**src/rtl/fifo_ctrl.sv**
```systemverilog
// Pointer, occupancy and flag controller for a single-clock FIFO.
// Drives a dual-port RAM with a two-stage registered read path.
module fifo_ctrl #(
  parameter int DWIDTH       = 8,
  parameter int AWIDTH       = 4,
  parameter int ALMOST_FULL  = 12,
  parameter int ALMOST_EMPTY = 4
) (
  input  logic              clk_i,
  input  logic              rst_n_i,
  input  logic              wrreq_i,
  input  logic              rdreq_i,
  output logic              wren_o,
  output logic [AWIDTH-1:0] wrpntr_o,
  output logic [AWIDTH-1:0] rdpntr_o,
  output logic              rdvalid_o,
  output logic              empty_o,
  output logic              full_o,
  output logic              almost_empty_o,
  output logic              almost_full_o,
  output logic [AWIDTH:0]   usedw_o,
  output logic              ovf_o,
  output logic              udf_o
);

  if (DWIDTH < 1) begin : g_bad_dwidth
    $error("fifo_ctrl: DWIDTH must be at least 1");
  end

  localparam logic [AWIDTH:0]   L_DEPTH = (AWIDTH+1)'(2**AWIDTH);
  localparam logic [AWIDTH:0]   L_AF    = (AWIDTH+1)'(ALMOST_FULL);
  localparam logic [AWIDTH:0]   L_AE    = (AWIDTH+1)'(ALMOST_EMPTY);
  localparam logic [AWIDTH:0]   L_U1    = (AWIDTH+1)'(1);
  localparam logic [AWIDTH-1:0] L_P1    = AWIDTH'(1);

  logic [AWIDTH-1:0] r_wrpntr;
  logic [AWIDTH-1:0] r_rdpntr;
  logic [AWIDTH:0]   r_usedw;
  logic              r_empty;
  logic              r_full;
  logic              r_aempty;
  logic              r_afull;
  logic [1:0]        r_rdv;
  logic              r_ovf;
  logic              r_udf;

  logic              w_wr_acc;
  logic              w_rd_acc;
  logic [AWIDTH:0]   w_usedw_nxt;

  assign w_wr_acc = wrreq_i & ~r_full;
  assign w_rd_acc = rdreq_i & ~r_empty;

  always_comb begin
    w_usedw_nxt = r_usedw;
    unique case ({w_wr_acc, w_rd_acc})
      2'b10:   w_usedw_nxt = r_usedw + L_U1;
      2'b01:   w_usedw_nxt = r_usedw - L_U1;
      default: w_usedw_nxt = r_usedw;
    endcase
  end

  // Flags come from the next count so they land on the same edge as usedw.
  always_ff @(posedge clk_i or negedge rst_n_i) begin
    if (!rst_n_i) begin
      r_wrpntr <= '0;
      r_rdpntr <= '0;
      r_usedw  <= '0;
      r_empty  <= 1'b1;
      r_full   <= 1'b0;
      r_aempty <= 1'b1;
      r_afull  <= 1'b0;
      r_rdv    <= '0;
      r_ovf    <= 1'b0;
      r_udf    <= 1'b0;
    end else begin
      if (w_wr_acc) r_wrpntr <= r_wrpntr + L_P1;
      if (w_rd_acc) r_rdpntr <= r_rdpntr + L_P1;
      r_usedw  <= w_usedw_nxt;
      r_empty  <= (w_usedw_nxt == '0);
      r_full   <= (w_usedw_nxt == L_DEPTH);
      r_aempty <= (w_usedw_nxt <= L_AE);
      r_afull  <= (w_usedw_nxt >= L_AF);
      r_rdv    <= {r_rdv[0], w_rd_acc};
      r_ovf    <= r_ovf | (wrreq_i & r_full);
      r_udf    <= r_udf | (rdreq_i & r_empty);
    end
  end

  assign wren_o         = w_wr_acc;
  assign wrpntr_o       = r_wrpntr;
  assign rdpntr_o       = r_rdpntr;
  assign rdvalid_o      = r_rdv[1];
  assign empty_o        = r_empty;
  assign full_o         = r_full;
  assign almost_empty_o = r_aempty;
  assign almost_full_o  = r_afull;
  assign usedw_o        = r_usedw;
  assign ovf_o          = r_ovf;
  assign udf_o          = r_udf;

endmodule

```
**config.mk**
```make
export PLATFORM = sky130hd
export DESIGN_NAME = fifo_ctrl
export DESIGN_NICKNAME = d
export VERILOG_FILES = /design/src/rtl/fifo_ctrl.sv
export SDC_FILE = /design/constraint.sdc
export NUM_CORES = 1
export LEC_CHECK = 0
export CAP_MARGIN = 10
export CORE_MARGIN = 4
export CORE_UTILIZATION = 43
export CTS_CLUSTER_SIZE = 40
export DETAILED_ROUTE_END_ITERATION = 8
export PLACE_DENSITY = 0.85
export SYNTH_ARGS = -nofsm -noshare
export SYNTH_HDL_FRONTEND = slang
export SYNTH_SLANG_ARGS = --single-unit
export TNS_END_PERCENT = 30
```
**constraint.sdc**
```tcl
create_clock -name clk_i -period 2.3 [get_ports clk_i]
set_clock_uncertainty 0.05 [all_clocks]
set_input_delay 0.345 -clock clk_i [delete_from_list [all_inputs] [get_ports clk_i]]
set_output_delay 0.345 -clock clk_i [all_outputs]
set_load 0.005 [all_outputs]
```
==> results <==
- The layout-stage area growth over the synthesis result is 43.03%.
- The pin count of the biggest net entering global routing is 12.
- The iteration-0 DRC count of the detailed router is 14.
- The worst-case IR drop observed on VDD is between 900 and 1000 µV.
- STA classifies the critical path endpoint as a flop.
- The die covers around 3200 µm².
- The congestion estimate from routability-driven global placement came to between 0.7 and 0.8.
- The number of hold-slack violations in the final timing report came to 0.
- The number of search-and-repair iterations in the first detailed-routing pass is 4.
- Setup repair after global routing could not meet its margin everywhere.
- The final layout contains 130 nets.
- The routed layout has 765 vias.
- The clock sink total is 21.
- The horizontal die dimension is 56.58 µm.
- The clock transition at the register clock pins on the worst setup and hold paths after CTS is roughly 0.11 ns.
- In the synthesized netlist, the number of instances is between 80 and 90.
- OpenSTA, run right after detailed placement, puts the worst setup slack at -0.7086 ns.
- The total of flip-flops plus latches after synthesis is 21.
- The worst slew margin relative to its limit is about two thirds.
- The buffer levels on the longest clock path is 2.
- The library cell contributing the largest single delay on the critical path is sky130_fd_sc_hd__dfstp_2.
- The startpoint type of the worst setup path is a flop.
- The power density of the placed cells is between 1000 and 1500 nW/µm².
- In the finished design, the share of the clock period the worst path needs comes to 109.1%.
- The count of input and output buffers is 24.
- The final count of pins violating max slew is 0.
- The routed design could run at a clock period as short as approximately 2.5 ns.
- For this run, design rule violations remaining after detail routing come to 0.
- For met1 alone, demand over resource in global routing was between 15 and 20%.
- For this run, the slowest stage of the critical path takes roughly 0.58 ns.
- Once detail routing completed, the nets flagged for antenna violations numbered 0.
- For met2 alone, demand over resource in global routing was between 20% and 30%.
- The number of buffers inserted for hold repair after clock tree synthesis is 0.
- The critical path goes through nor2b_4 -> ha_4 -> xor2_1 -> ha_2 -> buf_4 -> a22o_1 -> a31oi_2 -> a211oi_4 -> xor2_2 -> buf_4 -> a21o_2.
- The area of the placeable core is around 2200 µm².
- The total global routing overflow is 0.
- STA puts the critical path data arrival time at around 2.7 ns.
- The layout filler cell count is 174.
- Once routing completed, OpenROAD measured the worst setup slack at -0.2101 ns.
- Summed over its instances, the top area cell type makes up 46.86% of the synthesized netlist area.
- The count of synthesis-stage warnings from yosys is 0.
- The die height is approximately 57 µm.
- The total routed wirelength is 2.199 mm.
- After synthesis, the cell types taking the most area are sky130_fd_sc_hd__dfrtp_1 47%, sky130_fd_sc_hd__ha_1 6.2%, sky130_fd_sc_hd__dfstp_2 5.2%, sky130_fd_sc_hd__xnor2_1 5.2%, sky130_fd_sc_hd__xor2_1 4.3%.
- The share of final-layout standard cells stronger than drive strength 1 is between 30% and 40%.
- The cell area after layout is ~1500 µm².
- The library cells used most frequently in the layout, excluding fill and tap cells, are 22 x sky130_fd_sc_hd__clkdlybuf4s50_1, 19 x sky130_fd_sc_hd__dfrtp_1, 14 x sky130_fd_sc_hd__buf_4, 6 x sky130_fd_sc_hd__xnor2_1.
- For this run, the register share of the synthesized area comes to between 50 and 60%.
- The number of unique standard cell types used by synthesis is 34.
- The clock reaches the later pin of the worst-skew pair after 0.30 ns.
- The cell row count is 17.
- Pin placement for this block handled 25 I/O pins.
- The netlist area before placement is 1015 µm².
- The checks that failed: negative setup slack.
- The number of buffers and inverters on the critical path is 2.
- Counting stages on the worst path, the most repeated cell is sky130_fd_sc_hd__buf_4.
- The final-report setup violation count is 5.
- The average footprint of a synthesized cell is 12.37 µm².
- TritonCTS built the clock tree.
- Global routing used 14.00% of the available tracks.
- The number of buffers created by CTS is 3.
- In the final routed layout, each cell accounts on average for between 10 and 15 µm.
- The number of global-route vias before repair was between 700 and 800.
- The average via count per standard cell is just over 5.
- Data on the critical path is required at its endpoint by about 2.5 ns.
- The met3 usage in global routing is under 10%.
- In this run the most used layer during global routing was met2.
- 0 antenna diodes ended up in the layout.
- The worst min-delay path class is primary input to asynchronous set/reset pin.
- Timing would allow up to roughly 0.4 GHz.
- The footprint of the multi-input gates is 500.5 µm².
- Synthesis produced a netlist with a net count of a little over 90.
- The leakage power figure is 0.6225 nW.
- Registers take roughly 530 µm².
- The number of max-capacitance violations reported is 0.
- The first global-routing pass estimated between 3 and 4 mm of wire.
- The buffer cell driving the clock tree root is sky130_fd_sc_hd__clkbuf_4.
- The initial antenna violation count was 0.
- The biggest area consumer among synthesized cells is sky130_fd_sc_hd__dfrtp_1.
- The depth of the CTS H-tree is 1.
- The slew at the pin closest to its max-slew limit is slightly below 0.5 ns.
- Detailed placement finished with a half-perimeter wire length of roughly 1.5 mm.
- The family with the most delay on the worst path is compound AO/OA/AOI/OAI gates.
- The cell area after placement is 1335 µm².
- The type of the worst setup path is flop to flop.
- In this run the worst path has a maximum fanout of 5.
- The design draws about 2.1 mW.
- The library cell used most frequently in the layout, excluding fill and tap cells, is sky130_fd_sc_hd__clkdlybuf4s50_1.
- The initial core utilization is 45.43%.
- The run finished, with violations left.
synth_stat cells, drive strengths merged:
master,count
mux2,3
nand2,3
clkbuf,2
a211oi,2
nand3b,1
a31oi,1
a21o,3
nor4b,1
buf,3
nor3b,2
nor2,2
ha,5
o21ai,2
xnor2,6
a21oi,5
nor2b,2
and2b,1
a211o,1
inv,2
a22o,1
nor4,1
or3b,1
nor3,1
nand3,1
dfrtp,19
xor2,6
dfstp,2
nand4,2
or3,1
stage by stage:
stage	utilization [%]	hold slack, ns	setup TNS [ns]	std cells
floorplan	-	-0.0005911	-1.057	82
global placement	59.78	0.2821	-3.253	139
detailed placement	59.78	0.3035	-3.744	139
CTS	62.97	0.3072	-0.6114	146
global route	64.99	0.3285	-1.265	148
finish	64.99	0.3071	-0.8626	148
cell type report:
cell class / count / share of cell area [%]
Inverter: 2 / 0.5172
Timing Repair Buffer: 39 / 24.40
Sequential cell: 21 / 36.38
Clock buffer: 4 / 1.810
Tap cell: 28 / 2.414
Multi-Input combinational cell: 54 / 34.48
repair_timing:
item | 4_1_cts | 5_1_grt
gates resized for setup | 7 | 5
setup buffers | 3 | 2
pin swaps | 5 | 4
endpoints found under the setup margin | 6 | 6
path summary, 6_finish.rpt:
check	from	cells past startpoint	to	slack, ns
worst max register to register	empty_o$_DFF_PN1_	11	almost_full_o$_DFF_PN0_	-0.21
worst min register to register	r_rdv[0]$_DFF_PN0_	0	r_rdv[1]$_DFF_PN0_	0.32
min in group clk_i	r_rdv[0]$_DFF_PN0_	0	r_rdv[1]$_DFF_PN0_	0.32
worst min-delay path	rst_n_i	1	usedw_o[4]$_DFF_PN0_	0.31
worst max-delay path	empty_o$_DFF_PN1_	11	almost_full_o$_DFF_PN0_	-0.21
max in group asynchronous	rst_n_i	2	wrpntr_o[2]$_DFFE_PN0P_	1.37
flip-flops by register name, summed over array words and instances (netlist names):
name,flops
almost_empty_o,1
almost_full_o,1
empty_o,1
full_o,1
ovf_o,1
r_rdv,2
rdpntr_o,4
udf_o,1
usedw_o,5
wrpntr_o,4
report_power, final:
group	leakage, nW	switching (mW)	internal [mW]
clock	0.0150	0.108	0.0677
combinational	0.363	0.501	0.735
sequential	0.244	0.176	0.554
kinds of logic after synthesis:
logic type / Yosys count / synth area share, %
and+or+nand+nor: 19 / 12.70
muxes: 3 / 3.329
AOI/OAI and AO/OA: 15 / 10.48
xor gates and xnor gates: 12 / 11.10
DFF: 21 / 52.03
buffers and inverters: 7 / 4.192
adders and majority gates: 5 / 6.165
per-layer routing:
layer,routed length (µm),vias up
met1,902,380
met4,28,0
met3,115,3
met5,0,-
met2,1153,24
li1,-,358
Power figures use the tool's default switching activity.
